`src/rtl/gear_pkg.sv`:
```
// Shared definitions for the 20/32-bit gearbox pair: frame geometry, phase
// and word-index types, emit phases and the live-payload mask helper.
package gear_pkg;

    localparam int FRAME_WORDS_20 = 5;
    localparam int FRAME_WORDS_32 = 3;
    localparam int PAD_BITS       = 4;
    localparam int IN_BITS        = 20;
    localparam int OUT_BITS       = 32;
    localparam int PAYLOAD_BITS   = FRAME_WORDS_32 * OUT_BITS;

    // Deepest carry-over between accepts is word 2 plus the top nibble of word 1.
    localparam int PACK_BITS      = 24;

    typedef logic [2:0] phase_t;
    typedef logic [1:0] word_idx_t;

    typedef enum logic {
        IDLE,
        RUN
    } state_t;

    localparam phase_t EMIT_W0    = 3'd1;
    localparam phase_t EMIT_W1    = 3'd3;
    localparam phase_t EMIT_W2    = 3'd4;
    localparam phase_t LAST_PHASE = phase_t'(FRAME_WORDS_20 - 1);

    function automatic logic [PAYLOAD_BITS-1:0] payload_mask(input int width);
        logic [PAYLOAD_BITS-1:0] m;
        for (int i = 0; i < PAYLOAD_BITS; i++) begin
            m[i] = (i < width);
        end
        return m;
    endfunction

endpackage

```
`src/rtl/gear20_32.sv`:
```
// Receive-side gearbox: packs five 20-bit lane words (minus 4 pad bits)
// into three 32-bit words, tracking frame phase from a frame-start strobe.
module gear20_32
    import gear_pkg::*;
#(
    parameter int WIDTH = 96
) (
    input  logic            clk,
    input  logic            rst_n,
    input  logic [19:0]     D,
    input  logic            d_valid,
    input  logic            frame_start,
    output logic [31:0]     Q,
    output logic            q_valid,
    output logic [1:0]      q_idx,
    output logic            frame_err
);

    localparam logic [PAYLOAD_BITS-1:0] MASK = payload_mask(WIDTH);

    state_t                 state_q, state_d;
    phase_t                 phase_q, phase_d;
    logic [PACK_BITS-1:0]   pack_q, pack_d;
    logic [31:0]            q_d;
    word_idx_t              idx_d;
    logic                   qv_d;
    logic                   err_d;

    always_ff @(posedge clk) begin
        if (!rst_n) begin
            state_q   <= IDLE;
            phase_q   <= '0;
            pack_q    <= '0;
            Q         <= '0;
            q_idx     <= '0;
            q_valid   <= 1'b0;
            frame_err <= 1'b0;
        end else begin
            state_q   <= state_d;
            phase_q   <= phase_d;
            pack_q    <= pack_d;
            Q         <= q_d;
            q_idx     <= idx_d;
            q_valid   <= qv_d;
            frame_err <= err_d;
        end
    end

    // A qualified frame_start always restarts at word 0, discarding any partial frame.
    always_comb begin
        state_d = state_q;
        phase_d = phase_q;
        pack_d  = pack_q;
        q_d     = Q;
        idx_d   = q_idx;
        qv_d    = 1'b0;
        err_d   = 1'b0;

        if (d_valid) begin
            if (frame_start) begin
                err_d   = (state_q == RUN) && (phase_q != '0);
                state_d = RUN;
                pack_d  = {8'h00, D[IN_BITS-1:PAD_BITS]};
                phase_d = 3'd1;
            end else if (state_q == RUN) begin
                phase_d = (phase_q == LAST_PHASE) ? 3'd0 : phase_t'(phase_q + 3'd1);
                case (phase_q)
                    3'd0: begin
                        pack_d = {8'h00, D[IN_BITS-1:PAD_BITS]};
                    end
                    EMIT_W0: begin
                        q_d    = {D[15:0], pack_q[15:0]} & MASK[31:0];
                        idx_d  = 2'd0;
                        qv_d   = 1'b1;
                        pack_d = {20'h00000, D[19:16]};
                    end
                    3'd2: begin
                        pack_d = {D, pack_q[3:0]};
                    end
                    EMIT_W1: begin
                        q_d    = {D[7:0], pack_q[23:0]} & MASK[63:32];
                        idx_d  = 2'd1;
                        qv_d   = 1'b1;
                        pack_d = {12'h000, D[19:8]};
                    end
                    EMIT_W2: begin
                        q_d    = {D, pack_q[11:0]} & MASK[95:64];
                        idx_d  = 2'd2;
                        qv_d   = 1'b1;
                        pack_d = '0;
                    end
                    default: begin
                        state_d = IDLE;
                        phase_d = '0;
                        pack_d  = '0;
                    end
                endcase
            end
        end
    end

endmodule
```
`config.mk`:
```
export PLATFORM = sky130hd
export DESIGN_NAME = gear20_32
export DESIGN_NICKNAME = d
export VERILOG_FILES = /design/src/rtl/gear_pkg.sv /design/src/rtl/gear20_32.sv
export SDC_FILE = /design/constraint.sdc
export NUM_CORES = 1
export LEC_CHECK = 0
export BUFFER_PORTS_ARGS = -buffer_cell sky130_fd_sc_hd__clkbuf_2
export CORE_UTILIZATION = 50
export CTS_CLUSTER_DIAMETER = 80
export CTS_CLUSTER_SIZE = 40
export DETAILED_ROUTE_END_ITERATION = 7
export GPL_TIMING_DRIVEN = 1
export PLACE_DENSITY = 0.73
export SETUP_SLACK_MARGIN = 0.2
export SLEW_MARGIN = 10
export SYNTH_ARGS = -nofsm -noshare
export SYNTH_HDL_FRONTEND = slang
export SYNTH_SLANG_ARGS = --single-unit
```
`constraint.sdc`:
```
create_clock -name clk -period 2.7 [get_ports clk]
set_clock_uncertainty 0.05 [all_clocks]
set_input_delay 0.54 -clock clk [delete_from_list [all_inputs] [get_ports clk]]
set_output_delay 0.54 -clock clk [all_outputs]
set_load 0.05 [all_outputs]
```
==> flow_metrics.env, run 1 <==
export IMPL_timing_reg2reg_worst_path_depth=6
export IMPL_drv_cap=0
export IMPL_crit_reg2reg_capture="Q[14]"
export IMPL_detailedRoute_firstPassIterationCount=7
export IMPL_detail_route_antenna_nets=0
export IMPL_num_vias=3212
export IMPL_post_synth_num_cell_types=42
export IMPL_synth_enable_flop_cells=0
export IMPL_clk_latency_ns=0.33
export IMPL_clkSinkCount=64
export IMPL_post_dp_hpwl_um=6280
export IMPL_grt_antenna_before_repair=0
export IMPL_cts_reportedPaths_clkPinSlew_ns=0.07
export IMPL_n_antenna_cell=0
export IMPL_run_status="complete, no violations"
export IMPL_cts_htree_levels=3
export IMPL_mappedNetlistArea_mm2=0.00345
export IMPL_synth_most_common_cell="dfxtp_1"
export IMPL_start_kind="register"
export IMPL_worst_r2r_startpoint="phase_q[0]"
export IMPL_final_nets=441
export IMPL_post_synth_top_area_cell="dfxtp_1"
export IMPL_max_slew_violations=0
export IMPL_hold_depth=2
export IMPL_grtUsageTotal_pct=26.0
export IMPL_timing_final_crit_period_ns=2.08
export IMPL_avgSynthCellArea_um2=9.35
export IMPL_rsz0062_at_grt="no"
export IMPL_postSynthCellCount=369
export IMPL_finish_instance_area_mm2=0.00397
export IMPL_drc_errors=0
export IMPL_asyncSetResetFlopFracSynth_pct=0
export IMPL_postCtsResizedCells=0
export IMPL_fin_setup_tns_ns=0
export IMPL_hp_class="register to register"
export IMPL_cts_buffers=9
export IMPL_dieWidth_um=85.1
export IMPL_hold_worst_slack_ns=0.408
export IMPL_rows=29
export IMPL_wl_per_cell_um=18.8
export IMPL_crit_arrival_ns=2.23
export IMPL_grt_start_max_net_pins=56
export IMPL_max_stage_delay_ns=0.38
export IMPL_power_density_mw_per_mm2=519
export IMPL_worst_ir_drop_vdd_v=0.000345
export IMPL_ys_warn_count=0
export IMPL_r2r_slack_ns=0.62
export IMPL_die_h_um=85.1
export IMPL_dpl_instance_area_mm2=0.00378
export IMPL_seq_area_frac_synth_pct=37.1
export IMPL_wirelength_um=9290
export IMPL_worstHoldStart="Q[0]"
export IMPL_ys_top_cells_by_area="dfxtp_1 37%, mux2i_1 14%, mux2_2 5.2%"
export IMPL_cts_root_buffer="clkbuf_8"
export IMPL_mappedNetlistNets=397
export IMPL_synth_seq_cells=64
export IMPL_synth_common_cells="64 x dfxtp_1, 48 x mux2i_1, 28 x nand2_1, 27 x clkbuf_1"
export IMPL_timing_final_setup_violations=0
export IMPL_relative_max_transition_margin_pct=54.9
export IMPL_cp_data_required_time_ns=2.86
export IMPL_port_buffers=59
export IMPL_tightestPinTransition_ns=0.676
export IMPL_timing_critical_path_from="phase_q[0]"
export IMPL_initial_core_util_pct=53.1
export IMPL_fin_crit_sh_pct=77.0
export IMPL_grt_pass1_vias=2854
export IMPL_wire_length_of_the_first_global_routing_pass_um=14800
export IMPL_quantity_of_hold_fixing_buffers_added_after_cts=0
export IMPL_dominantRegCellSynth="dfxtp_1"
export IMPL_crit_chain="inv_1 -> ha_1 -> buf_4 -> and2_1 -> mux2i_1 -> o31ai_1"
export IMPL_worst_setup_path_type="register to register"
export IMPL_worstHoldEndpoint="Q[0]"
export IMPL_post_synth_top_area_fraction_pct=37.1
export IMPL_design_core_area_mm2=0.00649
export IMPL_cts_path_max_buffers=2
export IMPL_critPathSlowestCell="and2_1"
export IMPL_report_final_hold_viol_count=0
export IMPL_initial_drc_count=292
export IMPL_drive_gt1_share_pct=28.0
export IMPL_via_per_inst=6.49
export IMPL_p_leak_nw=1.53
export IMPL_cts_setup_buffers=0
export IMPL_tritoncts="yes"
export IMPL_ios=60
export IMPL_floorplan_die_area_mm2=0.00724
export IMPL_place_gp_congestion=0.849
export IMPL_layout_area_overhead_vs_synth_pct=15.0
export IMPL_crit_end_category="register"
export IMPL_crit_path_max_fanout=25
export IMPL_fmax_ghz=0.481
export IMPL_overflow=0
export IMPL_fin_total_pwr_mw=2.06
-- worst max-delay path: cells and delay by family (launching register included) --
family,cells,cell delay [ns]
compound gates,1,0.10
simple gates,1,0.38
mux,1,0.37
buf+inv,2,0.47
fa+ha+maj,1,0.22
flops,1,0.36
-- per-layer routing --
metal / global-route usage (%) / up-vias / part of all wire (%)
met5: 0 / - / 0
met4: 8.01 / 0 / 1.8
met3: 4.47 / 23 / 6.8
met2: 40.1 / 156 / 44
met1: 37.0 / 1509 / 47
li1: - / 1524 / -
-- flip-flops by register name, indices dropped and copies added, names as in the netlist --
| register | cells |
|---|---|
| Q | 32 |
| pack_q | 24 |
| phase_q | 3 |
| q_idx | 2 |
| frame_err | 1 |
| q_valid | 1 |
| state_q | 1 |
-- power by group --
group / internal [mW] / total [mW] / switching [mW]
Clock: 0.421 / 0.792 / 0.371
Sequential: 0.966 / 0.980 / 0.0146
Combinational: 0.108 / 0.288 / 0.180
-- placed cells by master (no fill, tap or decap), types with 4 or more instances in the layout --
cell type  Yosys  routed
dfxtp_1       64      64
clkbuf_2       0      59
mux2i_1       48      48
nand2_1       28      28
a21oi_1       20      20
o311ai_0      20      20
mux2_2        16      16
o21ai_0       15      14
buf_4          1      14
a222oi_1      12      12
or3_1         11      11
nor2_1         9       9
o21ai_2        9       9
clkbuf_8       0       9
a32oi_1        8       8
a22oi_1        8       8
a311oi_1       8       8
nand3_1        6       6
inv_1          5       5
o22ai_1        5       5
a22o_1         4       4
o31ai_1        4       4
ha_1           4       4
-- worst max-delay path by stage --
stage	slack, ns	to	cells past startpoint
floorplan	0.81	pack_q[0]	6
global placement	0.47	Q[29]	4
detailed placement	0.41	Q[28]	4
CTS	0.67	Q[14]	6
global route	0.56	Q[31]	5
finish	0.62	Q[14]	6
-- layout make-up --
| cell class | count | area [um^2] |
|---|---|---|
| Fill cell | 597 | 2530 |
| Multi-Input combinational cell | 259 | 1980 |
| Sequential cell | 64 | 1280 |
| Timing Repair Buffer | 73 | 400 |
| Clock buffer | 10 | 128 |
| Tap cell | 77 | 96.3 |
| Clock inverter | 6 | 60.1 |
| Inverter | 6 | 22.5 |
-- cells by family after synthesis --
logic type / after synthesis / synth area share, %
buffers and inverters: 46 / 5.62
AOI/OAI and AO/OA: 117 / 25.4
muxes: 64 / 19.2
DFF: 64 / 37.1
and+or+nand+nor: 74 / 11.2
adders and majority gates: 4 / 1.45
-- through the flow --
| stage | worst slack (ns) | utilization (%) | instances |
|---|---|---|---|
| after floorplan | 0.814 | - | 369 |
| after global placement | 0.468 | 58.2 | 479 |
| after detailed placement | 0.407 | 58.2 | 479 |
| after CTS | 0.675 | 61.1 | 495 |
| after global routing | 0.562 | 61.1 | 495 |
| final | 0.622 | 61.1 | 495 |
Note: power is estimated with default switching activity, not from simulation.
==> inputs of run 2 (changes only) <==
--- a/config.mk
+++ b/config.mk
@@ -11,7 +11,7 @@
 export CTS_CLUSTER_SIZE = 40
 export DETAILED_ROUTE_END_ITERATION = 7
 export GPL_TIMING_DRIVEN = 1
-export PLACE_DENSITY = 0.73
+export PLACE_DENSITY = 0.76
 export SETUP_SLACK_MARGIN = 0.2
 export SLEW_MARGIN = 10
 export SYNTH_ARGS = -nofsm -noshare
==> constraint.sdc (replaced) <==
create_clock -name clk -period 1.7 [get_ports clk]
set_clock_uncertainty 0.05 [all_clocks]
set_input_delay 0.34 -clock clk [delete_from_list [all_inputs] [get_ports clk]]
set_output_delay 0.34 -clock clk [all_outputs]
set_load 0.05 [all_outputs]
==> flow_metrics.env, run 2 (synthesis results as in run 1) <==
export IMPL_hold_worst_slack_ns=0.331
export IMPL_detailedRoute_firstPassIterationCount=6
export IMPL_timing_final_crit_period_ns=1.69
export IMPL_placed_cells=500
export IMPL_registers_with_the_most_flip_flops="Q: 32 flops, pack_q: 24 flops, phase_q: 3 flops"
export IMPL_critical_path_n_buffers_inverters=2
export IMPL_post_route_utilization_pct=70.1
export IMPL_dpl_worst_slack_ns=-0.0814
export IMPL_cp_data_required_time_ns=1.87
export IMPL_dieWidth_um=85.1
export IMPL_p_leak_nw=1.76
export IMPL_die_h_um=85.1
export IMPL_clkSinkCount=64
export IMPL_wl_per_cell_um=20.1
export IMPL_clk_latency_ns=0.35
export IMPL_grt_start_max_net_pins=56
export IMPL_layout_filler_cells=479
export IMPL_rsz0062_at_grt="yes"
export IMPL_most_common_layout_cells="61 x dfxtp_1, 59 x clkbuf_2, 46 x mux2i_1"
export IMPL_largest_reg_by_ff_count="Q"
export IMPL_largest_reg_flops=32
export IMPL_crit_arrival_ns=1.85
export IMPL_layout_area_overhead_vs_synth_pct=31.9
export IMPL_final_nets=470
export IMPL_report_final_hold_viol_count=0
export IMPL_crit_end_category="register"
export IMPL_detail_route_antenna_nets=0
export IMPL_cts_reportedPaths_clkPinSlew_ns=0.07
export IMPL_worst_ir_drop_vdd_v=0.000652
export IMPL_wirelength_um=10500
export IMPL_start_kind="register"
export IMPL_power_density_mw_per_mm2=787
export IMPL_hp_class="input pin to register"
export IMPL_tightestPinTransition_ns=0.546
export IMPL_drc_errors=0
export IMPL_crit_chain="inv_4 -> ha_4 -> nor2b_4 -> buf_6 -> o311ai_0 -> o31ai_2"
export IMPL_final_cells=524
export IMPL_cts_root_buffer="clkbuf_8"
export IMPL_finish_instance_area_mm2=0.00455
export IMPL_rows=29
export IMPL_wire_length_of_the_first_global_routing_pass_um=16300
export IMPL_run_status="complete, no violations"
export IMPL_post_dp_hpwl_um=6830
export IMPL_fin_setup_tns_ns=0
export IMPL_max_stage_delay_ns=0.51
export IMPL_critical_path_top_delay_family="compound AO/OA/AOI/OAI gates"
export IMPL_drive_gt1_share_pct=41.4
export IMPL_overflow=0
export IMPL_fin_total_pwr_mw=3.58
export IMPL_cts_path_max_buffers=2
export IMPL_n_antenna_cell=0
export IMPL_cts_htree_levels=3
export IMPL_critPathSlowestCell="o311ai_0"
export IMPL_place_gp_congestion=0.963
export IMPL_grt_antenna_before_repair=0
export IMPL_post_route_worst_setup_slack_ns=0.0135
export IMPL_drv_cap=0
export IMPL_port_buffers=59
export IMPL_timing_final_setup_violations=0
export IMPL_crit_path_max_fanout=8
export IMPL_layout_cells_most_common="dfxtp_1"
export IMPL_num_vias=3445
export IMPL_relative_max_transition_margin_pct=63.1
export IMPL_tritoncts="yes"
export IMPL_grtUsageTotal_pct=29.5
export IMPL_initial_drc_count=522
export IMPL_dpl_instance_area_mm2=0.00398
export IMPL_max_slew_violations=0
export IMPL_design_core_area_mm2=0.00649
export IMPL_cts_buffers=9
export IMPL_floorplan_die_area_mm2=0.00724
export IMPL_initial_core_util_pct=53.1
export IMPL_via_per_inst=6.57
export IMPL_grt_pass1_vias=3120
export IMPL_fmax_ghz=0.593
export IMPL_worst_setup_path_type="register to register"
export IMPL_ios=60
export IMPL_fin_crit_sh_pct=99.2
-- run 2: cell count changes in the layout (fill, tap and decap cells not counted), moves of 6 or more --
cell / change
o21ai_0: -6
a21oi_1: -7
buf_6: +9
buf_4: +14
a21oi_2: +7
-- run 2: report_power, final --
group / internal [mW] / switching, mW
clock: 0.826 / 0.605
sequential: 1.53 / 0.0240
combinational: 0.256 / 0.338
-- run 2: timing repair --
action                                  CTS  global route
resized for setup                        48            23
gates cloned                              3             0
hold buffers                              0             0
setup buffers                             4             1
pin swaps                                14            13
endpoints found under the setup margin   55            63
-- run 2: routing by layer --
| layer | share of wire [%] | up-vias | GRT usage (%) |
|---|---|---|---|
| met5 | 0 | - | 0 |
| met4 | 4.0 | 0 | 16.2 |
| met3 | 8.4 | 35 | 6.42 |
| met2 | 46 | 191 | 45.8 |
| met1 | 42 | 1632 | 38.3 |
| li1 | - | 1587 | - |
-- run 2: worst paths after layout --
kind / from / to / slack, ns / cells after the start
setup / recovery: phase_q[1] / Q[15] / 0.01 / 6
hold / removal: D[19] / pack_q[23] / 0.33 / 3
setup reg to reg: phase_q[1] / Q[15] / 0.01 / 6
hold reg to reg: pack_q[0] / Q[0] / 0.41 / 2
-- run 2: cell type report --
class | count | area, um^2 | area share (%)
multi-input combinational | 259 | 2200 | 48.3
sequential | 64 | 1290 | 28.3
timing repair buffer | 102 | 728 | 16.0
clock buffer | 11 | 131 | 2.89
tap | 77 | 96.3 | 2.12
clock inverter | 5 | 81.3 | 1.79
inverter | 6 | 27.5 | 0.605
-- run 2: worst register-to-register path: cells and delay by family (launching register included) --
kind                     cells  cell delay, ns
buffers and inverters        2            0.21
flip-flops                   1            0.37
AND/OR/NAND/NOR              1            0.06
adder cells (fa/ha/maj)      1            0.20
AO/OA/AOI/OAI                2            0.66
==> inputs of run 3 (changes only) <==
--- a/config.mk
+++ b/config.mk
@@ -12,6 +12,7 @@
 export DETAILED_ROUTE_END_ITERATION = 7
 export GPL_TIMING_DRIVEN = 1
 export PLACE_DENSITY = 0.76
+export REMOVE_ABC_BUFFERS = 1
 export SETUP_SLACK_MARGIN = 0.2
 export SLEW_MARGIN = 10
 export SYNTH_ARGS = -nofsm -noshare
==> flow_metrics.env, run 3 (synthesis results as in run 1) <==
export IMPL_crit_end_category="register"
export IMPL_num_vias=3561
export IMPL_post_route_worst_setup_slack_ns=0.00820
export IMPL_worst_ir_drop_vdd_v=0.000488
export IMPL_ios=60
export IMPL_crit_arrival_ns=1.89
export IMPL_floorplan_die_area_mm2=0.00724
export IMPL_design_core_area_mm2=0.00649
export IMPL_largest_reg_by_ff_count="Q"
export IMPL_power_density_mw_per_mm2=751
export IMPL_tightestPinTransition_ns=0.603
export IMPL_max_slew_violations=0
export IMPL_hold_worst_slack_ns=0.309
export IMPL_die_h_um=85.1
export IMPL_clk_latency_ns=0.36
export IMPL_worst_r2r_startpoint="phase_q[0]"
export IMPL_timing_final_crit_period_ns=1.69
export IMPL_grt_pass1_vias=3233
export IMPL_hold_depth=3
export IMPL_grt_antenna_before_repair=0
export IMPL_relative_max_transition_margin_pct=58.8
export IMPL_wire_length_of_the_first_global_routing_pass_um=16800
export IMPL_post_dp_hpwl_um=6690
export IMPL_fin_setup_tns_ns=0
export IMPL_worstHoldEndpoint="pack_q[22]"
export IMPL_r2r_slack_ns=0.008
export IMPL_cp_data_required_time_ns=1.90
export IMPL_quantity_of_hold_fixing_buffers_added_after_cts=0
export IMPL_drv_cap=0
export IMPL_grtUsageTotal_pct=30.0
export IMPL_tritoncts="yes"
export IMPL_wl_per_cell_um=20.6
export IMPL_p_leak_nw=1.84
export IMPL_largest_reg_flops=32
export IMPL_grt_start_max_net_pins=56
export IMPL_most_common_layout_cells="61 x dfxtp_1, 59 x clkbuf_2, 46 x mux2i_1"
export IMPL_timing_reg2reg_worst_path_depth=5
export IMPL_fin_crit_sh_pct=99.5
export IMPL_worst_setup_path_type="register to register"
export IMPL_registers_with_the_most_flip_flops="Q: 32 flops, pack_q: 24 flops, phase_q: 3 flops"
export IMPL_detail_route_antenna_nets=0
export IMPL_dpl_worst_slack_ns=-0.103
export IMPL_report_final_hold_viol_count=0
export IMPL_port_buffers=59
export IMPL_post_route_utilization_pct=72.8
export IMPL_final_nets=483
export IMPL_timing_final_setup_violations=0
export IMPL_cts_reportedPaths_clkPinSlew_ns=0.07
export IMPL_crit_reg2reg_capture="pack_q[7]"
export IMPL_layout_cells_most_common="dfxtp_1"
export IMPL_dieWidth_um=85.1
export IMPL_run_status="complete, no violations"
export IMPL_cts_path_max_buffers=2
export IMPL_wirelength_um=11000
export IMPL_layout_area_overhead_vs_synth_pct=37.0
export IMPL_cts_htree_levels=3
export IMPL_rows=29
export IMPL_cts_buffers=9
export IMPL_cts_root_buffer="clkbuf_8"
export IMPL_fmax_ghz=0.591
export IMPL_rsz0062_at_grt="yes"
export IMPL_drive_gt1_share_pct=44.8
export IMPL_hp_class="input pin to register"
export IMPL_via_per_inst=6.63
export IMPL_place_gp_congestion=0.878
export IMPL_drc_errors=0
export IMPL_start_kind="register"
export IMPL_overflow=0
export IMPL_detailedRoute_firstPassIterationCount=8
export IMPL_crit_path_max_fanout=10
export IMPL_n_antenna_cell=0
export IMPL_initial_core_util_pct=53.1
export IMPL_worstHoldStart="D[18]"
export IMPL_initial_drc_count=345
export IMPL_clkSinkCount=64
run 3: power breakdown:
part / switching [mW] / internal (mW) / total (mW)
Clock: 0.605 / 0.754 / 1.36
Combinational: 0.360 / 0.271 / 0.631
Sequential: 0.0261 / 1.53 / 1.56
run 3: area by class of cell:
| type | instances | area [um^2] |
|---|---|---|
| clock buffers | 13 | 159 |
| clock inverters | 3 | 40.0 |
| fillers | 459 | 1770 |
| inverters | 6 | 27.5 |
| multi-input cells | 259 | 2290 |
| flip-flops and latches | 64 | 1290 |
| well taps | 77 | 96.3 |
| repair buffers | 115 | 821 |
run 3: worst max-delay path by stage:
stage	startpoint	end	slack (ns)	depth (start not counted)
after floorplan	phase_q[0]	q_idx[0]	-1.45	5
after global placement	frame_start	Q[29]	-0.05	5
after detailed placement	frame_start	Q[27]	-0.10	5
after CTS	phase_q[1]	pack_q[0]	0.03	7
after global routing	phase_q[1]	pack_q[5]	-0.06	8
final	phase_q[0]	pack_q[7]	0.008	5
run 3: per-layer routing:
layer  routed length [um]  part of all wire, %  GRT usage (%)
met2                 5320                   48           47.7
met1                 4610                   42           38.7
met3                  804                  7.3           6.91
met4                  306                  2.8           14.3
met5                    0                    0              0
run 3: timing repair:
item | CTS | global route
gates cloned | 1 | 1
pin swaps | 23 | 10
setup endpoints to repair | 63 | 63
hold endpoints to repair | 0 | 0
setup buffers | 5 | 2
resized for setup | 65 | 39
run 3: per-stage QoR:
step	area [um^2]	cells	power, mW
2_1_floorplan	3280	329	1.85
3_3_place_gp	4070	512	2.07
3_5_place_dp	4070	512	2.09
4_1_cts	4510	534	3.50
5_1_grt	4730	537	3.66
6_report	4730	537	3.55
run 3: worst max-delay path, cell delays in order (launching register included):
cell      delay [ns]
dfxtp_4         0.37
ha_4            0.20
buf_4           0.20
a222oi_1        0.51
or3_1           0.19
a21oi_1         0.06
